==> src/rtl/imm_enc_pkg.sv <==
// Shared definitions for the immediate encoder and the core's immediate
// generator. Both import this package so the format codes cannot drift apart.
package imm_enc_pkg;

  // Width of the immediate format code.
  localparam int EXTOP_W = 3;

  // Immediate format codes. Values 3'b101..3'b111 are unassigned.
  localparam logic [EXTOP_W-1:0] EXT_I = 3'b000;
  localparam logic [EXTOP_W-1:0] EXT_U = 3'b001;
  localparam logic [EXTOP_W-1:0] EXT_S = 3'b010;
  localparam logic [EXTOP_W-1:0] EXT_B = 3'b011;
  localparam logic [EXTOP_W-1:0] EXT_J = 3'b100;

endpackage

==> src/rtl/imm_enc_fields.sv <==
// Combinational core of the immediate encoder: checks that the immediate fits
// the chosen RV32 format and scatters its bits into the base instruction.
// When the immediate does not fit, or the format code is unassigned, the base
// word passes through untouched and o_err is raised.
module imm_enc_fields
  import imm_enc_pkg::*;
(
  input  logic [EXTOP_W-1:0] i_extop,
  input  logic [31:0]        i_imm,
  input  logic [31:0]        i_base,
  output logic [31:0]        o_inst,
  output logic               o_err
);

  // Sign-extension checks: the named upper bits must all be copies of the
  // top bit of the encodable field.
  logic w_fit_12;
  logic w_fit_13;
  logic w_fit_21;
  logic w_u_aligned;
  logic w_even;

  assign w_fit_12    = (&i_imm[31:11]) | ~(|i_imm[31:11]);
  assign w_fit_13    = (&i_imm[31:12]) | ~(|i_imm[31:12]);
  assign w_fit_21    = (&i_imm[31:20]) | ~(|i_imm[31:20]);
  assign w_u_aligned = ~(|i_imm[11:0]);
  assign w_even      = ~i_imm[0];

  // Format select: replace only the immediate bit positions of the chosen format.
  always_comb begin
    o_inst = i_base;
    o_err  = 1'b0;
    case (i_extop)
      EXT_I: begin
        if (w_fit_12) o_inst[31:20] = i_imm[11:0];
        else          o_err         = 1'b1;
      end
      EXT_U: begin
        if (w_u_aligned) o_inst[31:12] = i_imm[31:12];
        else             o_err         = 1'b1;
      end
      EXT_S: begin
        if (w_fit_12) begin
          o_inst[31:25] = i_imm[11:5];
          o_inst[11:7]  = i_imm[4:0];
        end else begin
          o_err = 1'b1;
        end
      end
      EXT_B: begin
        if (w_fit_13 && w_even) begin
          o_inst[31]    = i_imm[12];
          o_inst[30:25] = i_imm[10:5];
          o_inst[11:8]  = i_imm[4:1];
          o_inst[7]     = i_imm[11];
        end else begin
          o_err = 1'b1;
        end
      end
      EXT_J: begin
        if (w_fit_21 && w_even) begin
          o_inst[31]    = i_imm[20];
          o_inst[30:21] = i_imm[10:1];
          o_inst[20]    = i_imm[11];
          o_inst[19:12] = i_imm[19:12];
        end else begin
          o_err = 1'b1;
        end
      end
      default: o_err = 1'b1;
    endcase
  end

endmodule

==> src/rtl/imm_enc.sv <==
// Immediate encoder top: two-stage pipeline around imm_enc_fields with
// valid/ready handshakes on both sides and a saturating count of errored
// results handed to the consumer.
//
// Handshake: a beat moves across an interface on a rising clk edge where
// valid && ready. A producer holding valid keeps its data stable until the
// transfer; in_ready is combinational from out_ready and the stage valids,
// and is 0 while rst_n is low.
module imm_enc #(
  parameter int CNT_W   = 16,
  parameter int EXTOP_W = imm_enc_pkg::EXTOP_W  // must equal the package width
) (
  input  logic               clk,
  input  logic               rst_n,
  input  logic               in_valid,
  output logic               in_ready,
  input  logic [EXTOP_W-1:0] extop,
  input  logic [31:0]        imm,
  input  logic [31:0]        base,
  output logic               out_valid,
  input  logic               out_ready,
  output logic [31:0]        inst,
  output logic               err,
  output logic [CNT_W-1:0]   err_cnt
);

  import imm_enc_pkg::*;

  // Stage 1: raw request.
  logic               r_s1_valid;
  logic [EXTOP_W-1:0] r_s1_extop;
  logic [31:0]        r_s1_imm;
  logic [31:0]        r_s1_base;

  // Stage 2: encoded result.
  logic               r_s2_valid;
  logic [31:0]        r_s2_inst;
  logic               r_s2_err;
  logic [CNT_W-1:0]   r_err_cnt;

  logic               w_s2_free;
  logic               w_s1_free;
  logic [31:0]        w_inst;
  logic               w_err;
  logic               w_deliver_err;

  // A stage may load when it is empty or its contents leave this cycle.
  assign w_s2_free     = !r_s2_valid || out_ready;
  assign w_s1_free     = !r_s1_valid || w_s2_free;
  assign w_deliver_err = r_s2_valid && out_ready && r_s2_err;

  assign in_ready  = rst_n && w_s1_free;
  assign out_valid = r_s2_valid;
  assign inst      = r_s2_inst;
  assign err       = r_s2_err;
  assign err_cnt   = r_err_cnt;

  imm_enc_fields u_fields (
    .i_extop (r_s1_extop),
    .i_imm   (r_s1_imm),
    .i_base  (r_s1_base),
    .o_inst  (w_inst),
    .o_err   (w_err)
  );

  // Stage 1 capture: load a new request whenever the stage can advance.
  always_ff @(posedge clk) begin
    if (!rst_n) begin
      r_s1_valid <= 1'b0;
      r_s1_extop <= '0;
      r_s1_imm   <= '0;
      r_s1_base  <= '0;
    end else if (w_s1_free) begin
      r_s1_valid <= in_valid;
      if (in_valid) begin
        r_s1_extop <= extop;
        r_s1_imm   <= imm;
        r_s1_base  <= base;
      end
    end
  end

  // Stage 2 capture: result is held while the consumer stalls.
  always_ff @(posedge clk) begin
    if (!rst_n) begin
      r_s2_valid <= 1'b0;
      r_s2_inst  <= '0;
      r_s2_err   <= 1'b0;
    end else if (w_s2_free) begin
      r_s2_valid <= r_s1_valid;
      if (r_s1_valid) begin
        r_s2_inst <= w_inst;
        r_s2_err  <= w_err;
      end
    end
  end

  // Error counter: counts errored beats as they are taken, sticks at all-ones.
  always_ff @(posedge clk) begin
    if (!rst_n) begin
      r_err_cnt <= '0;
    end else if (w_deliver_err && (r_err_cnt != {CNT_W{1'b1}})) begin
      r_err_cnt <= r_err_cnt + CNT_W'(1);
    end
  end

endmodule

==> config.mk <==
export PLATFORM = sky130hd
export DESIGN_NAME = imm_enc
export DESIGN_NICKNAME = d
export VERILOG_FILES = /design/src/rtl/imm_enc_pkg.sv /design/src/rtl/imm_enc_fields.sv /design/src/rtl/imm_enc.sv
export SDC_FILE = /design/constraint.sdc
export NUM_CORES = 1
export LEC_CHECK = 0
export BUFFER_PORTS_ARGS = -buffer_cell sky130_fd_sc_hd__buf_2
export CORE_ASPECT_RATIO = 1.25
export CORE_UTILIZATION = 36
export DETAILED_ROUTE_END_ITERATION = 8
export PLACE_DENSITY = 0.63
export SLEW_MARGIN = 20
export SYNTH_ARGS = -nofsm -noshare
export SYNTH_HDL_FRONTEND = slang
export SYNTH_SLANG_ARGS = --single-unit
==> constraint.sdc <==
create_clock -name clk -period 2.35 [get_ports clk]
set_clock_uncertainty 0.05 [all_clocks]
set_input_delay 0.235 -clock clk [delete_from_list [all_inputs] [get_ports clk]]
set_output_delay 0.235 -clock clk [all_outputs]
set_load 0.005 [all_outputs]
==> flow_summary.toml <==
[routing]
dr_total_vias = 4917
ant_nets = 0
drt-initial-drc-count = 568
firstDrtPassIters = 6
viasPerCell = 5.270
routedWlPerCell_um = 15.49
totalWireLength_um = 14450
drc = 0

[timing]
layout_min_cycle_time_ns = 2.220
hold_ws_ns = 0.02085
hold_viol_final = 0
max_freq_mhz = 450.5
fin_tns_setup_ns = 0
finalCritPeriodShare = 0.9447
final_max_slew_viol_count = 0
setup_viol = 0
tightest_slew_ns = 0.6404
relSlewSlack = 0.5731
rsz0062_at_grt = "false"

[power]
seqPwrFrac = 0.433
clkPwrFrac = 0.470
peakVddDrop_mv = 0.4727
total_power_w = 0.005062
p_leak_nw = 2.724
combinationalPowerShare = 0.097
power.density_nw_per_um2 = 765.6
internal_power_w = 0.003805
p_switching_w = 0.001257
p_sw_frac = 0.2483

[clock_tree]
clock_sinks = 118
cts_tree = "done"
cts_root_buf = "clkbuf_16"
clk_path_buf_depth = 2
clk_latency_ns = 0.41
cts-buffers-inserted = 17
path_clk_slew_ns = 0.05
htree_levels = 4

[logic_synthesis]
synth_seq_cells = 118
synth.area.top_cells = "dfxtp_1 46%, nand2_1 12%, a21boi_0 11%, a221oi_1 3.2%, o21ai_0 3.0%"
synthMuxAreaShare = 0.009690
synthTopCellsByCount = "171 x nand2_1, 118 x dfxtp_1, 74 x a21boi_0"
ys_seq_area_frac = 0.4574
synth_edf_count = 0
synth_top_flop_cell = "dfxtp_1"
synthCells = 625
synth_area_um2 = 5165
synth_compound_area_frac = 0.2248
synth-xor-area-share = 0.02544
yosysWarningCount = 0
syn_area_per_cell_um2 = 8.264
netlist.area_leader.share = 0.4574
synth_async_sr_flop_share = 0
yosys.area_share.adder = 0.002422
yosys.area.top_type = "dfxtp_1"
synth_top_family_by_area = "simple AND/OR/NAND/NOR gates"
synth_simple_gate_area_frac = 0.2473
ys_types = 49
synth.most_common_cell = "nand2_1"
synth_nets = 697

[floorplanning]
die_area_um2 = 14830
fp.dieW_um = 109.1
fp.dieH_um = 135.9
io_pins = 122
initial_utilization = 0.3707
core_area_um2 = 13930
rows = 48

[placed_design]
placed_cells = 901
dpl.hpwl_um = 10290
io_buffers = 121
gp_congestion = 0.9812

[final_layout]
nFillCells = 1406
area_growth_pct = 28.00
drive_gt1_frac = 0.2546
instances_no_fill = 933
layout.nets = 819
antenna_cells = 0
post-route-util = 0.4745

[global_routing]
antenna_found_initial = 0
track_usage = 0.2000
grt_pass1_vias = 4617
grt_max_degree = 68
grt-ovfl-total = 0
grt_pass1_wl_um = 22930

[setup_path]
crit_type = "reg2reg"
crit_path_end_kind = "flip-flop"
critPathSlowestCell = "or4_4"
worstPathArrival_ns = 2.45
worstPathMaxFanout = 5
timing.critical_path.buf_inv = 0
start_kind = "flip-flop"
worst_ep_required_time_ns = 2.58
worstPathCellList = "or4_4 -> nor2_4 -> nand3_4 -> a311o_1 -> a221oi_1 -> a21oi_1"
slowest_delay_ns = 0.57
critical-path-top-delay-family = "simple AND/OR/NAND/NOR gates"

[worst_hold_path]
hold_path_class = "in2reg"

[outcome]
status = "finished clean"

[flow_run]
drv_cap = 0
==> final cells by class <==
| type | instances | area, µm² | area share |
|---|---|---|---|
| Timing Repair Buffer | 145 | 810.8 | 0.1226 |
| Multi-Input combinational cell | 463 | 2673 | 0.4042 |
| Clock buffer | 20 | 456.7 | 0.06908 |
| Clock inverter | 10 | 82.58 | 0.01249 |
| Sequential cell | 118 | 2362 | 0.3573 |
| Inverter | 2 | 7.507 | 0.001136 |
| Tap cell | 175 | 219.0 | 0.03312 |
==> path summary, 6_finish.rpt <==
path / cells past startpoint / to / from / slack [ns]
max: 6 / inst[22] / r_s1_imm[13] / 0.13
min: 3 / r_s1_base[0] / base[0] / 0.02
max reg2reg: 6 / inst[22] / r_s1_imm[13] / 0.13
min reg2reg: 2 / inst[5] / inst[5] / 0.41
==> routing by layer <==
metal  part of all wire  track usage
met1               0.45       0.2582
met2               0.47       0.3194
met3              0.058      0.04554
met4              0.017      0.08033
met5                  0            0
==> timing repair <==
item / CTS / global route
pin swaps: 0 / 2
buffers inserted: 0 / 2
hold buffers: 0 / 0
gates resized for setup: 1 / 6
endpoints found under the setup margin: 1 / 19
==> registers in the layout, indices dropped and copies added (netlist names) <==
name and cells:
err 1, r_s1_valid 1, inst 32, out_valid 1, r_s1_imm 32, r_s1_base 32
err_cnt 16, r_s1_extop 3
==> power groups by stage <==
| stage | Clock [W] | Combinational, W | Sequential, W |
|---|---|---|---|
| CTS | 0.00242 | 0.000479 | 0.00219 |
| detailed placement | 0 | 0.000476 | 0.00223 |
| floorplan | 0 | 0.000281 | 0.00220 |
| finish | 0.00238 | 0.000491 | 0.00219 |
| global route | 0.00251 | 0.000547 | 0.00220 |
| global placement | 0 | 0.000467 | 0.00223 |
==> layout by cell type, fill, tap and decap left out, drive strengths merged, types with 3 or more instances in the layout <==
master	count
a21boi	74
a21oi	11
a221oi	19
a31oi	10
and2	15
and3	6
buf	145
clkbuf	20
clkinv	6
clkinvlp	3
dfxtp	118
mux2i	5
nand2	171
nand3	12
nand4	18
nor2	22
nor2b	7
nor3	6
nor4	8
o21ai	38
or4	3
xnor2	9
xor2	6
==> metrics by stage <==
| stage | setup WS (ns) | cell area, µm² |
|---|---|---|
| 2_1_floorplan | 0.3513 | 5165 |
| 3_3_place_gp | 0.06678 | 6023 |
| 3_5_place_dp | -0.001631 | 6023 |
| 4_1_cts | 0.07849 | 6564 |
| 5_1_grt | 0.008860 | 6611 |
| 6_report | 0.1300 | 6611 |
==> worst min-delay path: stages <==
cell      delay (ns)
buf_2           0.09
nand2_1         0.04
a21boi_0        0.06
==> kinds of logic (layout without fill, tap and decap cells) <==
logic type,count (synthesis),after routing
AOI/OAI and AO/OA,166,166
xor gates and xnor gates,15,15
adders and majority gates,1,1
buffers and inverters,44,177
DFF,118,118
muxes,5,5
and+or+nand+nor,276,276
Note: power is estimated with default switching activity, not from simulation.
